[src/rtl/sram_arbiter_2p.sv]
// Two-port round-robin arbiter in front of a single 32-bit SRAM controller.
// One transaction in flight; a downstream stall beyond TIMEOUT_CYC WAIT cycles returns an error.
module sram_arbiter_2p #(
  parameter int unsigned TIMEOUT_CYC = 15
) (
  input  logic        i_clk,
  input  logic        i_reset,
  input  logic [17:0] i_m0_ADDR,
  input  logic [31:0] i_m0_WDATA,
  input  logic [3:0]  i_m0_BMASK,
  input  logic        i_m0_WREN,
  input  logic        i_m0_RDEN,
  output logic [31:0] o_m0_RDATA,
  output logic        o_m0_ACK,
  output logic        o_m0_ERR,
  input  logic [17:0] i_m1_ADDR,
  input  logic [31:0] i_m1_WDATA,
  input  logic [3:0]  i_m1_BMASK,
  input  logic        i_m1_WREN,
  input  logic        i_m1_RDEN,
  output logic [31:0] o_m1_RDATA,
  output logic        o_m1_ACK,
  output logic        o_m1_ERR,
  output logic [17:0] o_ADDR,
  output logic [31:0] o_WDATA,
  output logic [3:0]  o_BMASK,
  output logic        o_WREN,
  output logic        o_RDEN,
  input  logic [31:0] i_RDATA,
  input  logic        i_ACK,
  output logic        o_BUSY
);

  localparam int unsigned ADDR_W = 18;
  localparam int unsigned DATA_W = 32;
  localparam int unsigned MASK_W = 4;
  localparam int unsigned CNT_W  = (TIMEOUT_CYC < 2) ? 1 : $clog2(TIMEOUT_CYC + 1);

  typedef enum logic [1:0] {
    ST_IDLE   = 2'd0,
    ST_ISSUE  = 2'd1,
    ST_WAIT   = 2'd2,
    ST_ERRRSP = 2'd3
  } state_e;

  state_e              state_q, state_d;
  logic [ADDR_W-1:0]   addr_q, addr_d;
  logic [DATA_W-1:0]   wdata_q, wdata_d;
  logic [MASK_W-1:0]   bmask_q, bmask_d;
  logic                wr_q, wr_d;
  logic                rd_q, rd_d;
  logic                gnt_q, gnt_d;
  logic                last_q, last_d;
  logic [CNT_W-1:0]    cnt_q, cnt_d;
  logic                wren_q, wren_d;
  logic                rden_q, rden_d;

  logic                pend0, pend1, sel;
  logic                ack_c, err_c;
  logic [DATA_W-1:0]   rdata_c;

  // Arbitration, request capture and transaction sequencing.
  always_comb begin
    state_d = state_q;
    addr_d  = addr_q;
    wdata_d = wdata_q;
    bmask_d = bmask_q;
    wr_d    = wr_q;
    rd_d    = rd_q;
    gnt_d   = gnt_q;
    last_d  = last_q;
    cnt_d   = cnt_q;
    wren_d  = 1'b0;
    rden_d  = 1'b0;

    pend0 = i_m0_WREN | i_m0_RDEN;
    pend1 = i_m1_WREN | i_m1_RDEN;
    // On a tie the port that did not win last time gets the grant.
    sel   = (pend0 & pend1) ? ~last_q : pend1;

    unique case (state_q)
      ST_IDLE: begin
        if (pend0 | pend1) begin
          gnt_d   = sel;
          last_d  = sel;
          cnt_d   = '0;
          addr_d  = sel ? i_m1_ADDR  : i_m0_ADDR;
          wdata_d = sel ? i_m1_WDATA : i_m0_WDATA;
          bmask_d = sel ? i_m1_BMASK : i_m0_BMASK;
          wr_d    = sel ? i_m1_WREN  : i_m0_WREN;
          rd_d    = sel ? i_m1_RDEN  : i_m0_RDEN;
          if (wr_d & rd_d) begin
            state_d = ST_ERRRSP;
          end else begin
            state_d = ST_ISSUE;
            wren_d  = wr_d;
            rden_d  = rd_d;
          end
        end
      end
      ST_ISSUE: begin
        state_d = ST_WAIT;
        cnt_d   = '0;
      end
      ST_WAIT: begin
        if (i_ACK) begin
          state_d = ST_IDLE;
        end else if (cnt_q == CNT_W'(TIMEOUT_CYC - 1)) begin
          state_d = ST_ERRRSP;
        end else begin
          cnt_d = CNT_W'(cnt_q + 1'b1);
        end
      end
      ST_ERRRSP: state_d = ST_IDLE;
      default:   state_d = ST_IDLE;
    endcase
  end

  always_ff @(posedge i_clk or negedge i_reset) begin
    if (!i_reset) begin
      state_q <= ST_IDLE;
      addr_q  <= '0;
      wdata_q <= '0;
      bmask_q <= '0;
      wr_q    <= 1'b0;
      rd_q    <= 1'b0;
      gnt_q   <= 1'b0;
      last_q  <= 1'b1;
      cnt_q   <= '0;
      wren_q  <= 1'b0;
      rden_q  <= 1'b0;
    end else begin
      state_q <= state_d;
      addr_q  <= addr_d;
      wdata_q <= wdata_d;
      bmask_q <= bmask_d;
      wr_q    <= wr_d;
      rd_q    <= rd_d;
      gnt_q   <= gnt_d;
      last_q  <= last_d;
      cnt_q   <= cnt_d;
      wren_q  <= wren_d;
      rden_q  <= rden_d;
    end
  end

  // Completion is combinational on i_ACK so the requester sees it in the downstream ack cycle.
  always_comb begin
    ack_c   = ((state_q == ST_WAIT) & i_ACK) | (state_q == ST_ERRRSP);
    err_c   = (state_q == ST_ERRRSP);
    rdata_c = ((state_q == ST_WAIT) & i_ACK) ? i_RDATA : '0;
  end

  assign o_m0_ACK   = ack_c & ~gnt_q;
  assign o_m0_ERR   = err_c & ~gnt_q;
  assign o_m0_RDATA = gnt_q ? '0 : rdata_c;
  assign o_m1_ACK   = ack_c & gnt_q;
  assign o_m1_ERR   = err_c & gnt_q;
  assign o_m1_RDATA = gnt_q ? rdata_c : '0;

  assign o_ADDR  = addr_q;
  assign o_WDATA = wdata_q;
  assign o_BMASK = bmask_q;
  assign o_WREN  = wren_q;
  assign o_RDEN  = rden_q;
  assign o_BUSY  = (state_q != ST_IDLE);

endmodule

[config.mk]
export PLATFORM = sky130hd
export DESIGN_NAME = sram_arbiter_2p
export DESIGN_NICKNAME = d
export VERILOG_FILES = /design/src/rtl/sram_arbiter_2p.sv
export SDC_FILE = /design/constraint.sdc
export NUM_CORES = 1
export LEC_CHECK = 0
export ABC_AREA = 1
export BUFFER_PORTS_ARGS = -buffer_cell sky130_fd_sc_hd__buf_2
export CAP_MARGIN = 20
export CORE_ASPECT_RATIO = 0.6
export CORE_MARGIN = 4
export CORE_UTILIZATION = 40
export DETAILED_ROUTE_END_ITERATION = 10
export PLACE_DENSITY_LB_ADDON = 0.2
export SLEW_MARGIN = 20
export SYNTH_ARGS = -nofsm -noshare
export SYNTH_HDL_FRONTEND = slang
export SYNTH_SLANG_ARGS = --single-unit
[constraint.sdc]
create_clock -name i_clk -period 4.7 [get_ports i_clk]
set_input_delay 1.41 -clock i_clk [delete_from_list [all_inputs] [get_ports i_clk]]
set_output_delay 1.41 -clock i_clk [all_outputs]
set_load 0.05 [all_outputs]
After elaboration in Yosys (flattened, before gate mapping)
Index checks and enable logic that the tools add are counted.
- $add $sub $neg: 1
- $mul: 0
- div/mod/pow operators: 0
- $lt $le $gt $ge: 0
- equality and inequality tests: 8
- shifts and indexed selects: 0
- mux-type cells: 24
- bitwise logic cells: 13
- reductions and logical operators: 6
- operators by type and width (cell ; number):
    32-bit two-way mux ; 4
    18-bit two-way mux ; 1
    4-bit two-way mux ; 4
    4-bit case mux with 3 select lines ; 1
    1-bit two-way mux ; 9
    2-bit two-way mux ; 4
    2-bit case mux with 4 select lines ; 1
    1-bit bitwise AND ; 7
    2-bit inequality test, second input constant ; 3
    4-bit by 1-bit adder with 4-bit output, second input constant ; 1
    2-bit == test, second input constant ; 2
    4-bit == test, second input constant ; 1
    1-bit bitwise OR ; 4
    2-bit AND reduction ; 2
    4-bit AND reduction ; 1
    3-bit inequality test, second input constant ; 1
    3-bit nonzero test ; 1
    2-bit by 1-bit == test with 1-bit output, second input constant ; 1
    2-bit logical NOT ; 1
    1-bit NOT ; 2
    2-bit nonzero test ; 1
- flip-flop bits (word level): 64
- latch bits: 0
- memory bits (writable): 0
- ROM bits: 0
- input port bits: 147
- output and inout port bits: 125
- word-level logic and storage cells: 61
- memories kept: 0

Depth between registers and ports, before layout
Gate-level depths: netlist (run 1).
- depth after elaboration: 8
- depth in mapped cells: 8
- gate-level depth less buffers: 7

Worst setup path before layout (run 1)
OpenSTA, ideal clock, no wires.
- kind: input port to output port
- start: input i_ACK
- end: output o_m0_RDATA[10]
- arrival time: 2.941 ns
- data required time: 3.290 ns
- slack: 0.349 ns
- cell stages on the path: 5
- buffers on the path: 1
- cells stage by stage: nand2_1 -> inv_1 -> nand2_1 -> clkbuf_1 -> nor3_1
- cells in the longest elaborated chain, start to end: 3
- RTL lines (element ; RTL line ; source):
    start, declared ; 30 ; input logic i_ACK,
    1-bit bitwise AND ; 151 ; rdata_c = ((state_q == ST_WAIT) & i_ACK) ? i_RDATA : '0;
    32-bit two-way mux ; 151 ;
    32-bit two-way mux ; 156 ; assign o_m0_RDATA = gnt_q ? '0 : rdata_c;
    end, declared ; 13 ; output logic [31:0] o_m0_RDATA,
Every way passes these cells.

Final worst setup path (run 1)
- start: input i_ACK
- end: output o_m1_RDATA[17]
- cells in the longest elaborated chain, start to end: 3
- RTL lines (element ; RTL line ; source):
    1-bit bitwise AND ; 151 ;
    32-bit two-way mux ; 151 ;
    32-bit two-way mux ; 159 ; assign o_m1_RDATA = gnt_q ? rdata_c : '0;
    end, declared ; 21 ; output logic [31:0] o_m1_RDATA,
Every way passes these cells.

==> metrics.txt, run 1 <==
Clk pwr share 0.143; fillers ~840; H-tree lvl count 3; via count 4299; CP bufs+invs 4; Mapped Nets about 630; drt drc 0; Maximum Capacitance Violations 0; antenna-violating nets left 0; IR drop worst, VDD 0.394 mV; drt total wl between 10 and 15 mm; Reg clk slew, reported paths roughly 0.05 ns; RSZ-0062 raised after global routing false; CTS max path bufs 2; HP Class register to register; ant diodes 0; cts hold-fix bufs 0; arrival time worst endpoint 2.55 ns; Final Skew 0.00629 ns; worst skew pair latency 0.32 ns; die height between 80 and 90 um; Mapped Cells about 480; status finished, final reports clean; clock sinks between 60 and 70; DP HPWL between 9 and 10 mm; Worst Path Required 3.29 ns; Rel. slew slack 0.355; vias in the first global route a little under 4000; drt pass-1 iters 6; GR Util All Layers 0.221; die area about 0.011 mm^2; Worst path most repeated cell buf_2; GR peak layer met2; PortBufs approximately 270; Worst Reg-to-Reg Cells 6; core area 0.00862 mm^2; share of power burned in registers 0.241; crit path time final 3.96 ns; Syn Area/Cell 7.40 um^2; Crit. End Element output pin; I/O pins around 270; CTS Buf Count 9; met1 Track Usage GR 0.288; sw frac 0.566; critical path's top delay family buffers and inverters; hold slack roughly 0.50 ns; NetSw 2.32 mW; top post-synthesis cells by area dfrtp_1 44%, a31oi_1 9.4%, nor3_1 9.2%; max-slew violations 0; cell area after synthesis 0.00358 mm^2; Pwr Density roughly 790 mW/mm^2; Slowest-stage cell, CP buf_2; post-synth top area share 0.440; sequential element share of the synthesized area 0.448; Area Overhead vs Synth 46.1%; Worst Max-Slew Pin Slew 0.968 ns; Synth Register Bits 64; hold depth 2; Leak 2.85 nW; Synth warnings 0; Levels on crit path 7; endpoints failing hold 0; TritonCTS clock tree done; DRT iter0 DRCs around 250; gp weighted congestion 0.854; CTS Root Cell clkbuf_16; largest net degree at the start of global routing approximately 110; first-pass GRT wire length 18.8 mm; initial antenna violation count 1; DR vias/cell 5.07; gr ovfl total 0; critical path launch point type input port; critical path class input port to output pin; Logic pwr share 0.616; TNS Setup 0 ns; GR Util met3 0.0677; Post-CTS Setup Bufs 0; slowest stage delay, CP around 0.31 ns; post_cts resized 0; met2 Track Usage GR 0.364; Pint ~1.8 mW; Cell variety after synth 23; fin nets 880; CP Cell Sequence buf_2 -> nand2_1 -> inv_1 -> nand2_2 -> buf_4 -> nor3_1 -> buf_2; fraction of layout cells with a size suffix above 1 0.412; max frequency between 0.2 and 0.3 GHz; area leader, netlist dfrtp_1; Final setup viols 0; worst-path maximum fanout 64; routed length per instance approximately 14 um; die width ~130 um; period utilization 0.842; Initial Util 0.415; Rows 26
-- sequential cells by signal, summed over array words and instances, names as in the netlist, 2 cells and up --
register / cells
cnt_q: 4
o_WDATA: 32
o_ADDR: 18
state_q: 2
o_BMASK: 4
-- worst paths after layout --
kind | endpoint | slack [ns] | from
worst max-delay path | o_m1_RDATA[17] | 0.74 | i_ACK
worst min-delay path | last_q | 0.50 | last_q
worst max register to register | gnt_q | 2.53 | state_q[1]
worst min register to register | last_q | 0.50 | last_q
max in group asynchronous | last_q | 2.58 | i_reset
min in group asynchronous | o_WDATA[5] | 1.20 | i_reset
-- placed cells by master, fill, tap and decap left out, drive strengths merged, types with 5 or more instances in the layout --
cell type and instances:
a31oi 54, buf 279, clkbuf 12, clkinv 5
dfrtp 63, inv 40, nand2 75, nand3 61
nor2 65, nor3 66, o21ai 6
-- cell type report --
type | count | area (um^2) | area share
inverters | 41 | 154 | 0.0294
clock inverters | 4 | 20.0 | 0.00383
flip-flops and latches | 64 | 1600 | 0.306
clock buffers | 12 | 246 | 0.0471
multi-input cells | 336 | 1630 | 0.312
repair buffers | 279 | 1440 | 0.275
well taps | 112 | 140 | 0.0268
-- per-stage QoR --
stage | setup slack (ns) | power [mW] | util | instance area [um^2] | cells
floorplan | 0.349 | 2.95 | - | 3580 | 484
global placement | 0.835 | 3.47 | 0.573 | 4940 | 831
detailed placement | 0.756 | 3.52 | 0.573 | 4940 | 831
CTS | 0.754 | 4.13 | 0.603 | 5200 | 847
global route | 0.619 | 4.38 | 0.607 | 5230 | 848
finish | 0.742 | 4.11 | 0.607 | 5230 | 848
-- cell usage after synthesis (all sizes together) --
| master | instances |
|---|---|
| o21bai | 2 |
| a21oi | 2 |
| nand4 | 2 |
| o21ai | 6 |
| a31oi | 54 |
| buf | 23 |
| or2 | 1 |
| nand2 | 75 |
| dfstp | 1 |
| inv | 40 |
| nor3 | 66 |
| ha | 2 |
| clkbuf | 20 |
| nand3 | 61 |
| clkinv | 1 |
| dfrtp | 63 |
| nor2 | 65 |
-- tightest hold or removal path, stage by stage (launching register included) --
cell and delay [ns]:
dfstp_2 0.38, nand2_1 0.07, nand2_1 0.05
-- routing by layer --
metal / vias up / routed length, um / part of all wire
met3: 9 / 1010 / 0.082
met4: 2 / 78 / 0.0063
met1: 2014 / 5190 / 0.42
met5: - / 7 / 0.00057
li1: 2127 / - / -
met2: 147 / 6000 / 0.49
-- logic make-up after synthesis --
group	after synthesis	share of synthesized area
AND/OR/NAND/NOR	270	0.331
buffers and inverters	84	0.103
AO/OA/AOI/OAI	64	0.111
flip-flops	64	0.448
adder cells (fa/ha/maj)	2	0.00699
-- power by group through the flow --
stage / clock [mW] / combinational, mW / sequential, mW
floorplan: 0 / 1.14 / 1.82
global placement: 0 / 2.49 / 0.982
detailed placement: 0 / 2.54 / 0.989
CTS: 0.607 / 2.53 / 0.990
global route: 0.635 / 2.72 / 1.02
finish: 0.589 / 2.53 / 0.989
(Power assumes the default switching activity.)
==> inputs of run 2 (changes only) <==
- ABC_AREA: 1 -> 0
- clock period: 4.7 -> 3.9 ns (I/O delays scaled with it)
==> metrics.txt, run 2 <==
status finished, final reports clean (unchanged); via count 4339 (was 4299); Worst Max-Slew Pin Slew 1.05 ns (was 0.968 ns); vias in the first global route 4231 (was 3960); count leader, synth and2_1 (was nand2_1); arrival time worst endpoint 2.31 ns (was 2.55 ns); drt drc 0 (unchanged); largest net degree at the start of global routing 60 (was 107); routed length per instance 18.3 um (was 14.5 um); cell area after synthesis 0.00386 mm^2 (was 0.00358 mm^2); Mapped Nets 548 (was 633); Final setup viols 0 (unchanged); R2R setup slack 1.69 ns (was 2.53 ns); Mapped Cells 399 (was 484); CTS Root Cell clkbuf_16 (unchanged); max-slew violations 0 (unchanged); Worst Reg-to-Reg Cells 5 (was 6); die width 135 um (was 130 um); DRT iter0 DRCs 284 (was 251); worst skew pair latency 0.33 ns (was 0.32 ns); drt total wl 14.2 mm (was 12.3 mm); CTS Buf Count 9 (unchanged); gr ovfl total 0 (unchanged); Maximum Capacitance Violations 0 (unchanged); area leader, netlist dfrtp_1 (unchanged); critical path endpoint o_m0_RDATA[24] (was o_m1_RDATA[17]); Area Overhead vs Synth 44.0% (was 46.1%); CTS max path bufs 2 (unchanged); gp weighted congestion 0.879 (was 0.854); Final WS setup 0.416 ns (was 0.742 ns); TritonCTS clock tree done (unchanged); antenna-violating nets left 0 (unchanged); post_cts resized 0 (unchanged); sequential element share of the synthesized area 0.415 (was 0.448); H-tree lvl count 3 (unchanged); die height 84.1 um (was 81.3 um); TNS Setup 0 ns (unchanged); Worst Path Required 2.73 ns (was 3.29 ns); Leak 2.74 nW (was 2.85 nW); top post-synthesis cells by area dfrtp_1 41%, a2bb2oi_1 12%, a311oi_1 12% (was dfrtp_1 44%, a31oi_1 9.4%, nor3_1 9.2%); Synth Register Bits 64 (unchanged); Post-synth EDFFs 0 (unchanged); first-pass GRT wire length 22.1 mm (was 18.8 mm); critical path launch point type input port (unchanged); endpoints failing hold 0 (unchanged); die area 0.0113 mm^2 (was 0.0106 mm^2); Reg clk slew, reported paths 0.05 ns (about the same); Layout Cells excl Fill 775 (was 848); fraction of layout cells with a size suffix above 1 0.468 (was 0.412); I/O pins 272 (unchanged); asr flop ratio synth 1.00 (unchanged); GR peak layer met2 (unchanged); CP startpoint i_ACK (unchanged); max FFs per register 32 (unchanged); PortBufs 271 (unchanged); placed cells 760 (was 831); Rel. slew slack 0.298 (was 0.355); drt pass-1 iters 5 (was 6); commonest non-fill, non-tap cell in the layout buf_2 (unchanged); DP HPWL 10.4 mm (was 9.04 mm); Crit. End Element output pin (unchanged); Synth warnings 0 (unchanged); Initial Util 0.416 (was 0.415); crit path time final between 3 and 4 ns; Post-CTS Setup Bufs 0 (unchanged); top cell types by occurrence after synthesis 64 x and2_1, 63 x dfrtp_1, 59 x o21ai_0 (was 75 x nand2_1, 66 x nor3_1, 63 x dfrtp_1, 63 x nor2_1, 61 x nand3_1); DR vias/cell 5.60 (was 5.07); Rows 27 (was 26); post-synth top area share 0.408 (was 0.440); worst-path maximum fanout 32 (was 64); initial antenna violation count 0 (was 1); critical path class input port to output pin (unchanged); core area 0.00929 mm^2 (was 0.00862 mm^2); Final Skew 0.00859 ns (was 0.00629 ns); max frequency 0.287 GHz; met2 Track Usage GR 0.366 (was 0.364); leading cell types in the layout, fill and taps excluded 271 x buf_2, 64 x and2_1, 63 x dfrtp_1 (was 271 x buf_2, 73 x nand2_1, 66 x nor3_1); HP Class register to register (unchanged); worst reg2reg endpoint o_WDATA[20] (was gnt_q); met1 Track Usage GR 0.339 (was 0.288); Syn Area/Cell 9.68 um^2 (was 7.40 um^2); GR Util met3 0.0717 (was 0.0677); FF-to-FF Start state_q[1] (unchanged); clock sinks 64 (unchanged); ant diodes 0 (unchanged); Cell variety after synth 44 (was 23); Place WS 0.445 ns (was 0.756 ns); cts hold-fix bufs 0 (unchanged); period utilization 0.893; IR drop worst, VDD 0.523 mV (was 0.394 mV); fin nets 790 (was 880); Most used DFF post-synth dfrtp_1 (unchanged); Pwr Density 952 mW/mm^2 (was 786 mW/mm^2); GR Util All Layers 0.241 (was 0.221); RSZ-0062 raised after global routing false (unchanged)
[run 2: cell count changes after synthesis, moves of 4 or more]
cell / delta
nand2_1: -72
nor3_1: -65
and2_1: +64
nand3_1: -60
nor2_1: -58
a2bb2oi_1: +55
a311oi_1: +54
o21ai_0: +54
a31oi_1: -52
inv_1: -37
clkbuf_1: +7
nor2b_1: +4
[run 2: critical path, cell delays in order]
cell and delay, ns:
buf_2 0.13, and4bb_2 0.55, and2_1 0.19, buf_2 0.26
[run 2: logic make-up (layout without fill, tap and decap cells)]
kind of cell	Yosys count	after routing	synth area share
AOI/OAI and AO/OA	186	186	0.355
and+or+nand+nor	94	94	0.158
DFF	64	64	0.415
buffers and inverters	52	298	0.0628
adders and majority gates	2	2	0.00648
muxes	1	1	0.00259
[run 2: area by class of cell]
| cell class | count | area [um^2] |
|---|---|---|
| flip-flops and latches | 64 | 1600 |
| clock inverters | 3 | 42.5 |
| fillers | 825 | 3730 |
| multi-input cells | 283 | 2030 |
| inverters | 2 | 7.51 |
| repair buffers | 281 | 1470 |
| clock buffers | 12 | 246 |
| well taps | 130 | 163 |
[run 2: worst min path at each step]
stage	start	end	slack, ns	cells after the start
finish	o_BMASK[0]	o_BMASK[0]	0.54	1
global route	o_BMASK[3]	o_BMASK[3]	0.56	1
floorplan	state_q[0]	state_q[0]	0.51	1
detailed placement	o_WDATA[11]	o_WDATA[11]	0.52	1
global placement	o_ADDR[5]	o_ADDR[5]	0.52	1
CTS	o_ADDR[5]	o_ADDR[5]	0.54	1
[run 2: layer usage]
metal	vias to the layer above	part of all wire	routed length [um]
met1	2077	0.43	6130
met2	230	0.47	6650
met3	8	0.093	1320
li1	2024	-	-
met5	-	0	0
met4	0	0.0055	78
[run 2: where the power goes]
part / total (mW) / switching [mW] / internal [mW]
combinational: 3.28 / 2.30 / 0.973
sequential: 1.23 / 0.233 / 1.00
clock: 0.787 / 0.279 / 0.508
[run 2: stage by stage]
step / total power [mW] / area (um^2) / hold slack, ns / utilization
global route: 5.57 / 5560 / 0.556 / 0.599
CTS: 5.32 / 5560 / 0.544 / 0.599
finish: 5.30 / 5560 / 0.535 / 0.599
global placement: 4.47 / 5270 / 0.519 / 0.568
detailed placement: 4.51 / 5270 / 0.524 / 0.568
floorplan: 3.70 / 3860 / 0.506 / -
==> inputs of run 3 (changes only) <==
--- a/config.mk
+++ b/config.mk
@@ -9,3 +9,2 @@
 export BUFFER_PORTS_ARGS = -buffer_cell sky130_fd_sc_hd__buf_2
-export CAP_MARGIN = 20
 export CORE_ASPECT_RATIO = 0.6
==> constraint.sdc (replaced) <==
create_clock -name i_clk -period 3.9 [get_ports i_clk]
set_input_delay 0.585 -clock i_clk [delete_from_list [all_inputs] [get_ports i_clk]]
set_output_delay 0.585 -clock i_clk [all_outputs]
set_load 0.05 [all_outputs]
==> metrics.txt, run 3 (same netlist as run 2, synthesis figures left out) <==
worst skew pair latency 0.32 ns (was 0.33 ns); CP bufs+invs 2 (unchanged); area of the multi-input gates 0.00203 mm^2 (unchanged); CTS Buf Count 9 (unchanged); Pwr Density 958 mW/mm^2 (was 952 mW/mm^2); DRT iter0 DRCs 260 (was 284); max frequency 0.359 GHz (was 0.287 GHz); leading cell types in the layout, fill and taps excluded 271 x buf_2, 64 x and2_1, 63 x dfrtp_1 (unchanged); post_cts resized 0 (unchanged); HP Class input port to asynchronous set/reset pin (was register to register); die width 135 um (unchanged); H-tree lvl count 3 (unchanged); drt drc 0 (unchanged); Slowest-stage cell, CP dfrtp_1 (was and4bb_2); fin nets 786 (was 790); Reg clk slew, reported paths 0.05 ns (about the same); via count 4331 (was 4339); largest net degree at the start of global routing 58 (was 60); drt pass-1 iters 5 (unchanged); CP Cell Sequence or2_2 -> buf_4 -> buf_2 (was buf_2 -> and4bb_2 -> and2_1 -> buf_2); drt total wl 14.2 mm (about the same); Final setup viols 0 (unchanged); fraction of layout cells with a size suffix above 1 0.466 (was 0.468); first-pass GRT wire length 22.5 mm (was 22.1 mm); IR drop worst, VDD 0.503 mV (was 0.523 mV); Rows 27 (unchanged); core area 0.00929 mm^2 (unchanged); initial antenna violation count 0 (unchanged); Worst Path Required 3.31 ns (was 2.73 ns); DP HPWL 10.2 mm (was 10.4 mm); Rel. slew slack 0.267 (was 0.298); status finished, final reports clean (unchanged); endpoints failing hold 0 (unchanged); CP startpoint state_q[1] (was i_ACK); critical path launch point type register (was input port); crit path time final 2.79 ns (was 3.48 ns); gp weighted congestion 0.866 (was 0.879); PortBufs 271 (unchanged); cts hold-fix bufs 0 (unchanged); total power 5.28 mW (was 5.30 mW); period utilization 0.715 (was 0.893); max FFs per register 32 (unchanged); Initial Util 0.416 (unchanged); critical path class register to output pin (was input port to output pin); FF-to-FF Start state_q[1] (unchanged); DR vias/cell 5.61 (was 5.60); die height 84.1 um (unchanged); arrival time worst endpoint 2.20 ns (was 2.31 ns); max-slew violations 0 (unchanged); TNS Setup 0 ns (unchanged); routed length per instance 18.4 um (was 18.3 um); FF+latch area 0.00160 mm^2 (unchanged); Maximum Capacitance Violations 0 (unchanged); fillers 840 (was 825); commonest non-fill, non-tap cell in the layout buf_2 (unchanged); Leak 2.72 nW (was 2.74 nW); Worst Max-Slew Pin Slew 1.10 ns (was 1.05 ns); vias in the first global route 4242 (was 4231); Crit. End Element output pin (unchanged); critical path's top delay family buffers and inverters (was simple AND/OR/NAND/NOR gates); gr ovfl total 0 (unchanged); antenna-violating nets left 0 (unchanged); slowest stage delay, CP 0.54 ns (was 0.55 ns); GR Util All Layers 0.245 (was 0.241); Post-CTS Setup Bufs 0 (unchanged); worst-path maximum fanout 38 (was 32); Area Overhead vs Synth 42.6% (was 44.0%); RSZ-0062 raised after global routing false (unchanged); CTS Root Cell clkbuf_16 (unchanged); I/O pins 272 (unchanged); clock sinks 64 (unchanged); TritonCTS clock tree done (unchanged); CTS max path bufs 2 (unchanged); ant diodes 0 (unchanged); die area 0.0113 mm^2 (unchanged); Final Skew 0.00776 ns (was 0.00859 ns)
==> run 3: cell types whose count changed in the layout (fill, tap and decap cells not counted), sizes merged <==
cell      previous run  this run
clkinv               1         2
clkinvlp             1         0
clkbuf              12        13
buf                281       277
==> run 3: cell type report <==
cell class,instances,area share
Sequential cell,64,0.291
Clock buffer,13,0.0473
Timing Repair Buffer,277,0.254
Multi-Input combinational cell,283,0.369
Inverter,2,0.00136
Clock inverter,3,0.00727
Tap cell,130,0.0295
==> run 3: power breakdown <==
group	internal [mW]	leakage (nW)	total [mW]	switching, mW
clock	0.528	0.150	0.806	0.279
sequential	1.00	0.732	1.23	0.234
combinational	0.935	1.84	3.23	2.30
==> run 3: metrics by stage <==
| stage | cell area (um^2) | instances | util | hold slack, ns | setup slack (ns) |
|---|---|---|---|---|---|
| after floorplan | 3860 | 399 | - | 0.289 | 1.53 |
| after global placement | 5210 | 756 | 0.560 | 0.518 | 1.51 |
| after detailed placement | 5210 | 756 | 0.560 | 0.528 | 1.40 |
| after CTS | 5510 | 772 | 0.593 | 0.285 | 1.11 |
| after global routing | 5510 | 772 | 0.593 | 0.320 | 0.953 |
| final | 5510 | 772 | 0.593 | 0.278 | 1.11 |
==> run 3: metal layers <==
layer  part of all wire  vias up  track usage
li1                   -     2019            -
met1               0.43     2085        0.338
met2               0.47      215        0.381
met3              0.086       12       0.0753
met4             0.0074        0       0.0545
met5                  0        -            0
==> run 3: final timing paths <==
| kind | to | slack, ns | depth (start not counted) |
|---|---|---|---|
| hold / removal | o_WDATA[13] | 0.28 | 1 |
| setup / recovery | o_BUSY | 1.11 | 3 |
| setup reg to reg | o_WDATA[6] | 1.55 | 4 |
| min in group i_clk | o_ADDR[15] | 0.51 | 3 |
| max in group asynchronous | o_WDATA[30] | 2.68 | 2 |
| hold reg to reg | o_WDATA[4] | 0.54 | 1 |
